[config.mk]
export PLATFORM = sky130hd
export DESIGN_NAME = arbitro_rr4
export DESIGN_NICKNAME = d
export VERILOG_FILES = /design/src/rtl/arbitro_rr4.sv
export SDC_FILE = /design/constraint.sdc
export NUM_CORES = 1
export LEC_CHECK = 0
export ABC_AREA = 0
export CAP_MARGIN = 20
export CORE_ASPECT_RATIO = 1.75
export CORE_MARGIN = 2
export CORE_UTILIZATION = 40
export DETAILED_ROUTE_END_ITERATION = 10
export HOLD_SLACK_MARGIN = 0.1
export PLACE_DENSITY = 0.79
export SLEW_MARGIN = 20
export SYNTH_ARGS = -nofsm -noshare
export SYNTH_HDL_FRONTEND = slang
export SYNTH_SLANG_ARGS = --single-unit
[constraint.sdc]
create_clock -name clk -period 2.8 [get_ports clk]
set_input_delay 0.28 -clock clk [delete_from_list [all_inputs] [get_ports clk]]
set_output_delay 0.28 -clock clk [all_outputs]
set_load 0.005 [all_outputs]
[src/rtl/arbitro_rr4.sv]
// Round-robin arbiter moving FWFT input-FIFO words to output FIFOs by 2-bit dest; ARB_GRANT_CNT_EN adds per-input grant counters.
// Latency: 1 cycle from head word presented to registered pop/push; at most one word per cycle.
// Backpressure: an input is skipped while its dest output FIFO is almost_full or its pop is still asserted.
module arbitro_rr4 #(
    parameter int         DATA_W    = 6,
    parameter logic [3:0] ACTIVE_ST = 4'b0010
) (
    input  logic              clk,
    input  logic              reset_L,
    input  logic [3:0]        state,
    input  logic [3:0]        empty,
    input  logic [DATA_W-1:0] data_in0,
    input  logic [DATA_W-1:0] data_in1,
    input  logic [DATA_W-1:0] data_in2,
    input  logic [DATA_W-1:0] data_in3,
    input  logic [3:0]        almost_full,
    output logic [3:0]        pop,
    output logic [3:0]        push,
    output logic [DATA_W-1:0] data_out,
`ifdef ARB_GRANT_CNT_EN
    output logic [31:0]       cnt_gnt,
`endif
    output logic [1:0]        gnt_id
);

    typedef enum logic {OFF = 1'b0, RUN = 1'b1} fsm_t;

    fsm_t              fsm;
    logic [1:0]        rr_ptr;
    logic [DATA_W-1:0] din [4];
    logic [3:0]        elig;
    logic              found;
    logic [1:0]        sel;
    logic              grant;

    assign din[0] = data_in0;
    assign din[1] = data_in1;
    assign din[2] = data_in2;
    assign din[3] = data_in3;

    // A head word is stale while its pop is asserted, so it cannot be granted twice in a row.
    always_comb begin
        elig = '0;
        for (int i = 0; i < 4; i++) begin
            elig[i] = !empty[i] && !almost_full[din[i][DATA_W-1 -: 2]] && !pop[i];
        end
    end

    always_comb begin
        found = 1'b0;
        sel   = '0;
        for (int off = 1; off <= 4; off++) begin
            if (!found && elig[rr_ptr + 2'(off)]) begin
                found = 1'b1;
                sel   = rr_ptr + 2'(off);
            end
        end
    end

    // Grants are issued on every edge that enters or stays in RUN.
    assign grant = found && (state == ACTIVE_ST);

    always_ff @(posedge clk or negedge reset_L) begin
        if (!reset_L) begin
            fsm      <= OFF;
            rr_ptr   <= 2'd3;
            pop      <= '0;
            push     <= '0;
            data_out <= '0;
            gnt_id   <= '0;
        end else begin
            case (fsm)
                OFF: if (state == ACTIVE_ST) fsm <= RUN;
                RUN: if (state != ACTIVE_ST) fsm <= OFF;
                default: fsm <= OFF;
            endcase
            pop  <= '0;
            push <= '0;
            if (grant) begin
                pop      <= 4'b0001 << sel;
                push     <= 4'b0001 << din[sel][DATA_W-1 -: 2];
                data_out <= din[sel];
                gnt_id   <= sel;
                rr_ptr   <= sel;
            end
        end
    end

`ifdef ARB_GRANT_CNT_EN
    always_ff @(posedge clk or negedge reset_L) begin
        if (!reset_L) begin
            cnt_gnt <= '0;
        end else if (fsm == OFF) begin
            cnt_gnt <= '0;
        end else begin
            for (int i = 0; i < 4; i++) begin
                cnt_gnt[8*i +: 8] <= cnt_gnt[8*i +: 8] + {7'd0, pop[i]};
            end
        end
    end
`endif

endmodule

Yosys cells after proc, flatten, opt, wreduce, memory -nomap -nowiden
Cells that the tools add are included.
{"block": "classes", "add_sub_neg": 3, "n_bitwise": 1, "shifts": 2, "muxes": 29, "n_eq_ne": 1, "magnitude_cmp": 9, "reduce_logical": 27}
{"op": "$lt 2x3->1 const B", "count": 8}
{"op": "$bmux 1 s2", "count": 8}
{"op": "$logic_not 1->1", "count": 15}
{"op": "$bmux 6 s2", "count": 1}
{"op": "$logic_and 1x1->1", "count": 12}
{"op": "$mux 1", "count": 12}
{"op": "$mux 6", "count": 2}
{"op": "$mux 2", "count": 4}
{"op": "$mux 4", "count": 2}
{"op": "$shl 1x2->4 const A", "count": 2}
{"op": "$add 2x2->2 const B", "count": 2}
{"op": "$eq 4x2->1 const B", "count": 1}
{"op": "$ge 3x3->1 const B", "count": 1}
{"op": "$not 2->3", "count": 1}
{"op": "$add 2x1->2 const B", "count": 1}
{"block": "word_totals", "inputBits": 38, "register_bits": 18, "output_inout_bits": 16}

Longest topological paths before layout
{"block": "depth", "ltp_word": 23, "depth_mapped": 8, "depth_no_buf": 7}

Worst setup path after synthesis
Ideal clock, no wire load.
{"block": "synth_path", "path_type": "input-to-reg", "startpoint": "input data_in2[4]", "endpoint": "register push[2]", "setup_ps": 77, "required_time_ps": 2723, "t_arrival_ps": 2144, "slack_ps": 579, "cell_stages": 7, "n_path_buf": 0, "cell_sequence": "mux4_2 > nor3_4 > a21oi_2 > a211oi_4 > mux2i_1 > or3b_1 > a21oi_2"}
{"block": "synth_between", "elab_chain_cells": 23, "word_cells_on_any_way": 34}
{"element": "start, declared", "line_no": "14", "text": "input logic [DATA_W-1:0] data_in2,"}
{"element": "$bmux 1 s2", "line_no": "45", "text": "elig[i] = !empty[i] && !almost_full[din[i][DATA_W-1 -: 2]] && !pop[i];"}
{"element": "$mux 1 (implied by the code)", "line_no": "45"}
{"element": "$logic_not 1->1", "line_no": "45"}
{"element": "$logic_and 1x1->1 (2 in a row)", "line_no": "45"}
{"element": "$bmux 1 s2", "line_no": "53", "text": "if (!found && elig[rr_ptr + 2'(off)]) begin"}
{"element": "$mux 1 (implied by the code)", "line_no": "53"}
{"element": "$mux 1", "line_no": "53"}
{"element": "$logic_not 1->1", "line_no": "53"}
{"element": "[... 5 more ...]"}
{"element": "$logic_not 1->1", "line_no": "53"}
{"element": "$logic_and 1x1->1", "line_no": "53"}
{"element": "$mux 2", "line_no": "53"}
{"element": "$not 2->3 (implied by the code)", "line_no": "81", "text": "push <= 4'b0001 << din[sel][DATA_W-1 -: 2];"}
{"element": "$bmux 6 s2", "line_no": "81"}
{"element": "$mux 6 (implied by the code) (2 in a row)", "line_no": "81"}
{"element": "$shl 1x2->4", "line_no": "81"}
{"element": "$mux 4 *", "line_no": "79", "text": "if (grant) begin"}
{"element": "end signal, assigned", "line_no": "81"}
{"element": "end, declared", "line_no": "18", "text": "output logic [3:0] push,"}
Mark *: on every way between the ends. The rest lies on a longest branch, timed or not. The select of a mux whose other input is x is not followed.
A chain may end at the register's enable or synchronous reset.

Final worst setup path
{"block": "layout_path", "startpoint": "input data_in2[4]", "endpoint": "register push[1]"}
The elaborated chain is that of the path after synthesis.

==> results.sh <==
export IMPL_worstPathArrival_ps=2720
export IMPL_final_antenna_net_count=0
export IMPL_cp_slowest_cell="mux4_2"
export IMPL_viasPerCell=5.69
export IMPL_outcome="complete, no violations"
export IMPL_ir_drop_mv=0.417
export IMPL_hold_path_class="reg2reg"
export IMPL_drv_cap=0
export IMPL_synth_cell_types=36
export IMPL_cts_root_buffer="clkbuf_8"
export IMPL_die_w_um=44.0
export IMPL_fmaxAchievable_ghz=0.392
export IMPL_yosysWarningCount=0
export IMPL_core_mm2=0.00269
export IMPL_nNetsFinal=204
export IMPL_slew_viol_final=0
export IMPL_vias=1087
export IMPL_cp_num_cells=8
export IMPL_drtIter0Drc=23
export IMPL_fp_dieH_um=73.9
export IMPL_detailed_place_area_mm2=0.00169
export IMPL_syn_instance_count=107
export IMPL_grt_pass1_vias=1171
export IMPL_crit_buf_inv=1
export IMPL_slew_headroom=0.480
export IMPL_htreeDepth=1
export IMPL_final_util=0.645
export IMPL_required_ps=2960
export IMPL_finalClockSkew_ps=3.38
export IMPL_antenna_found_initial=0
export IMPL_period_share=0.911
export IMPL_start_util=0.415
export IMPL_clk_pin_slew_ps=60
export IMPL_syn_num_nets=145
export IMPL_grt_ovfl_total=0
export IMPL_regToRegSetupSlack_ps=510
export IMPL_syn_area_mm2=0.00112
export IMPL_fillerInstances=241
export IMPL_n_antenna_cell=0
export IMPL_cts_resized_gates=0
export IMPL_dr_pass1_iters=6
export IMPL_crit_chain="clkdlybuf4s50_1 > mux4_2 > nor3_4 > a21oi_2 > a211oi_4 > mux2i_1 > or2b_1 > o22ai_1"
export IMPL_syn2layout_area_growth_pct=55.2
export IMPL_track_usage=0.212
export IMPL_clockBufferDepth=2
export IMPL_cts_tree="done"
export IMPL_cpPeakStageDelay_ps=540
export IMPL_fin_area_mm2=0.00173
export IMPL_crit_path_start_kind="primary input"
export IMPL_fp_row_count=25
export IMPL_routed_wl_um=3140
export IMPL_powerDensity_mw_per_mm2=542
export IMPL_routabilityCongestion=0.892
export IMPL_avgSynthCellArea_um2=10.4
export IMPL_min_period_ps=2550
export IMPL_r2r_cells=7
export IMPL_ios=54
export IMPL_worstMarginPinSlew_ps=777
export IMPL_ys_seq_area_frac=0.405
export IMPL_holdPathStages=2
export IMPL_routedWlPerCell_um=16.4
export IMPL_port_buffers=53
export IMPL_hold_violations=0
export IMPL_end_kind="flop"
export IMPL_grt_max_degree=19
export IMPL_numCtsBuffers=3
export IMPL_leakagePower_nw=0.742
export IMPL_clk_latency_ps=250
export IMPL_ys_ff_latch=18
export IMPL_dp_hpwl_um=2630
export IMPL_hold_buffers=0
export IMPL_path_delay_family="multiplexers"
export IMPL_grt_pass1_wl_um=5130
export IMPL_final_setup_viol_count=0
export IMPL_critPathKind="in2reg"
export IMPL_worstPathMaxFanout=5
export IMPL_drc_errors=0
export IMPL_drive_above_1_share=0.104
export IMPL_post_cts_buffers=0
export IMPL_clock_sinks=18
export IMPL_fp_dieArea_mm2=0.00325
export IMPL_rsz0062_at_grt="no"
-- per-layer routing --
metal	track usage	vias to the layer above	part of all wire
met5	0	-	0
met1	0.194	511	0.33
met4	0.0875	0	0.015
met3	0.0369	6	0.068
met2	0.430	47	0.58
li1	-	523	-
-- flip-flops by register name, indices dropped and copies added, names as in the netlist --
register  cells
push          4
rr_ptr        2
gnt_id        2
pop           4
data_out      6
-- path summary, 6_finish.rpt --
path / start / endpoint
max: data_in2[4] / push[1]$_DFF_PN0_
max in group asynchronous: reset_L / push[2]$_DFF_PN0_
min: gnt_id[1]$_DFFE_PN0P_ / gnt_id[1]$_DFFE_PN0P_
min in group asynchronous: reset_L / push[1]$_DFF_PN0_
max reg2reg: pop[3]$_DFF_PN0_ / push[1]$_DFF_PN0_
min reg2reg: gnt_id[1]$_DFFE_PN0P_ / gnt_id[1]$_DFFE_PN0P_
-- tightest hold or removal path: stages (launching register included) --
cell and delay, ps:
dfrtp_1 340, nand2_1 50, nand2_1 50
-- cell usage after synthesis --
master | count | area [um^2]
nand2b_1 | 2 | 12.5
nor3_4 | 1 | 16.3
dfstp_2 | 2 | 52.6
clkbuf_1 | 2 | 7.51
or3b_1 | 1 | 8.76
a211oi_4 | 1 | 20.0
o31a_1 | 1 | 8.76
o22ai_1 | 2 | 12.5
o21a_1 | 3 | 22.5
dfrtp_1 | 16 | 400
a22o_1 | 1 | 8.76
mux4_2 | 1 | 22.5
a221oi_1 | 1 | 8.76
nor2_1 | 6 | 22.5
o221ai_1 | 6 | 52.6
nor4b_1 | 1 | 8.76
a22oi_2 | 1 | 12.5
or2b_1 | 1 | 7.51
o21ai_1 | 1 | 5.00
and3_1 | 1 | 6.26
a21oi_1 | 1 | 5.00
nor3b_1 | 4 | 30.0
nor2b_1 | 1 | 6.26
nand3b_1 | 1 | 7.51
nor3_1 | 4 | 20.0
a22oi_1 | 2 | 15.0
o32ai_1 | 1 | 8.76
a21oi_2 | 2 | 17.5
mux2i_1 | 18 | 180
o21bai_1 | 1 | 7.51
nand2_1 | 16 | 60.1
o21ai_0 | 1 | 5.00
or2_2 | 1 | 6.26
o31ai_1 | 1 | 7.51
a211oi_2 | 1 | 12.5
buf_6 | 1 | 11.3
-- metrics by stage --
stage | setup TNS (ps) | setup slack, ps | std cells | hold WS, ps | total power [W]
6_report | 0 | 249 | 191 | 476 | 0.000940
5_1_grt | 0 | 41.4 | 191 | 510 | 0.00100
4_1_cts | 0 | 240 | 191 | 478 | 0.000946
3_5_place_dp | -8.70 | -6.74 | 188 | 462 | 0.000770
3_3_place_gp | 0 | 70.9 | 188 | 462 | 0.000761
2_1_floorplan | 0 | 579 | 107 | -15.6 | 0.000571
-- logic make-up (layout without fill, tap and decap cells) --
| logic type | after synthesis | in the layout | share of synthesized area |
|---|---|---|---|
| flip-flops | 18 | 18 | 0.405 |
| AND/OR/NAND/NOR | 40 | 40 | 0.190 |
| buffers and inverters | 3 | 60 | 0.0168 |
| AO/OA/AOI/OAI | 27 | 27 | 0.206 |
| multiplexers | 19 | 19 | 0.181 |
-- cell type report --
class	instances	area, um^2	share of cell area
Timing Repair Buffer	57	561	0.323
Sequential cell	18	453	0.261
Tap cell	27	33.8	0.0195
Clock buffer	3	41.3	0.0238
Multi-Input combinational cell	86	646	0.372
-- power by group --
part,total (W),switching (W),internal [W]
clock,0.000175,0.0000798,0.0000954
combinational,0.000404,0.000163,0.000241
sequential,0.000361,0.0000414,0.000319
-- cells in the final DEF, fill, tap and decap left out, drive strengths merged, types with 2 or more instances in the layout --
cell type | synthesis | layout
buf | 1 | 4
nor2 | 6 | 6
nand2b | 2 | 2
a22oi | 3 | 3
a211oi | 2 | 2
o21ai | 2 | 2
nand2 | 16 | 16
o21a | 3 | 3
o22ai | 2 | 2
a21oi | 3 | 3
nor3b | 4 | 4
dfrtp | 16 | 16
clkbuf | 2 | 3
nor3 | 5 | 5
o221ai | 6 | 6
mux2i | 18 | 18
clkdlybuf4s50 | 0 | 53
dfstp | 2 | 2
Power figures use the tool's default switching activity.
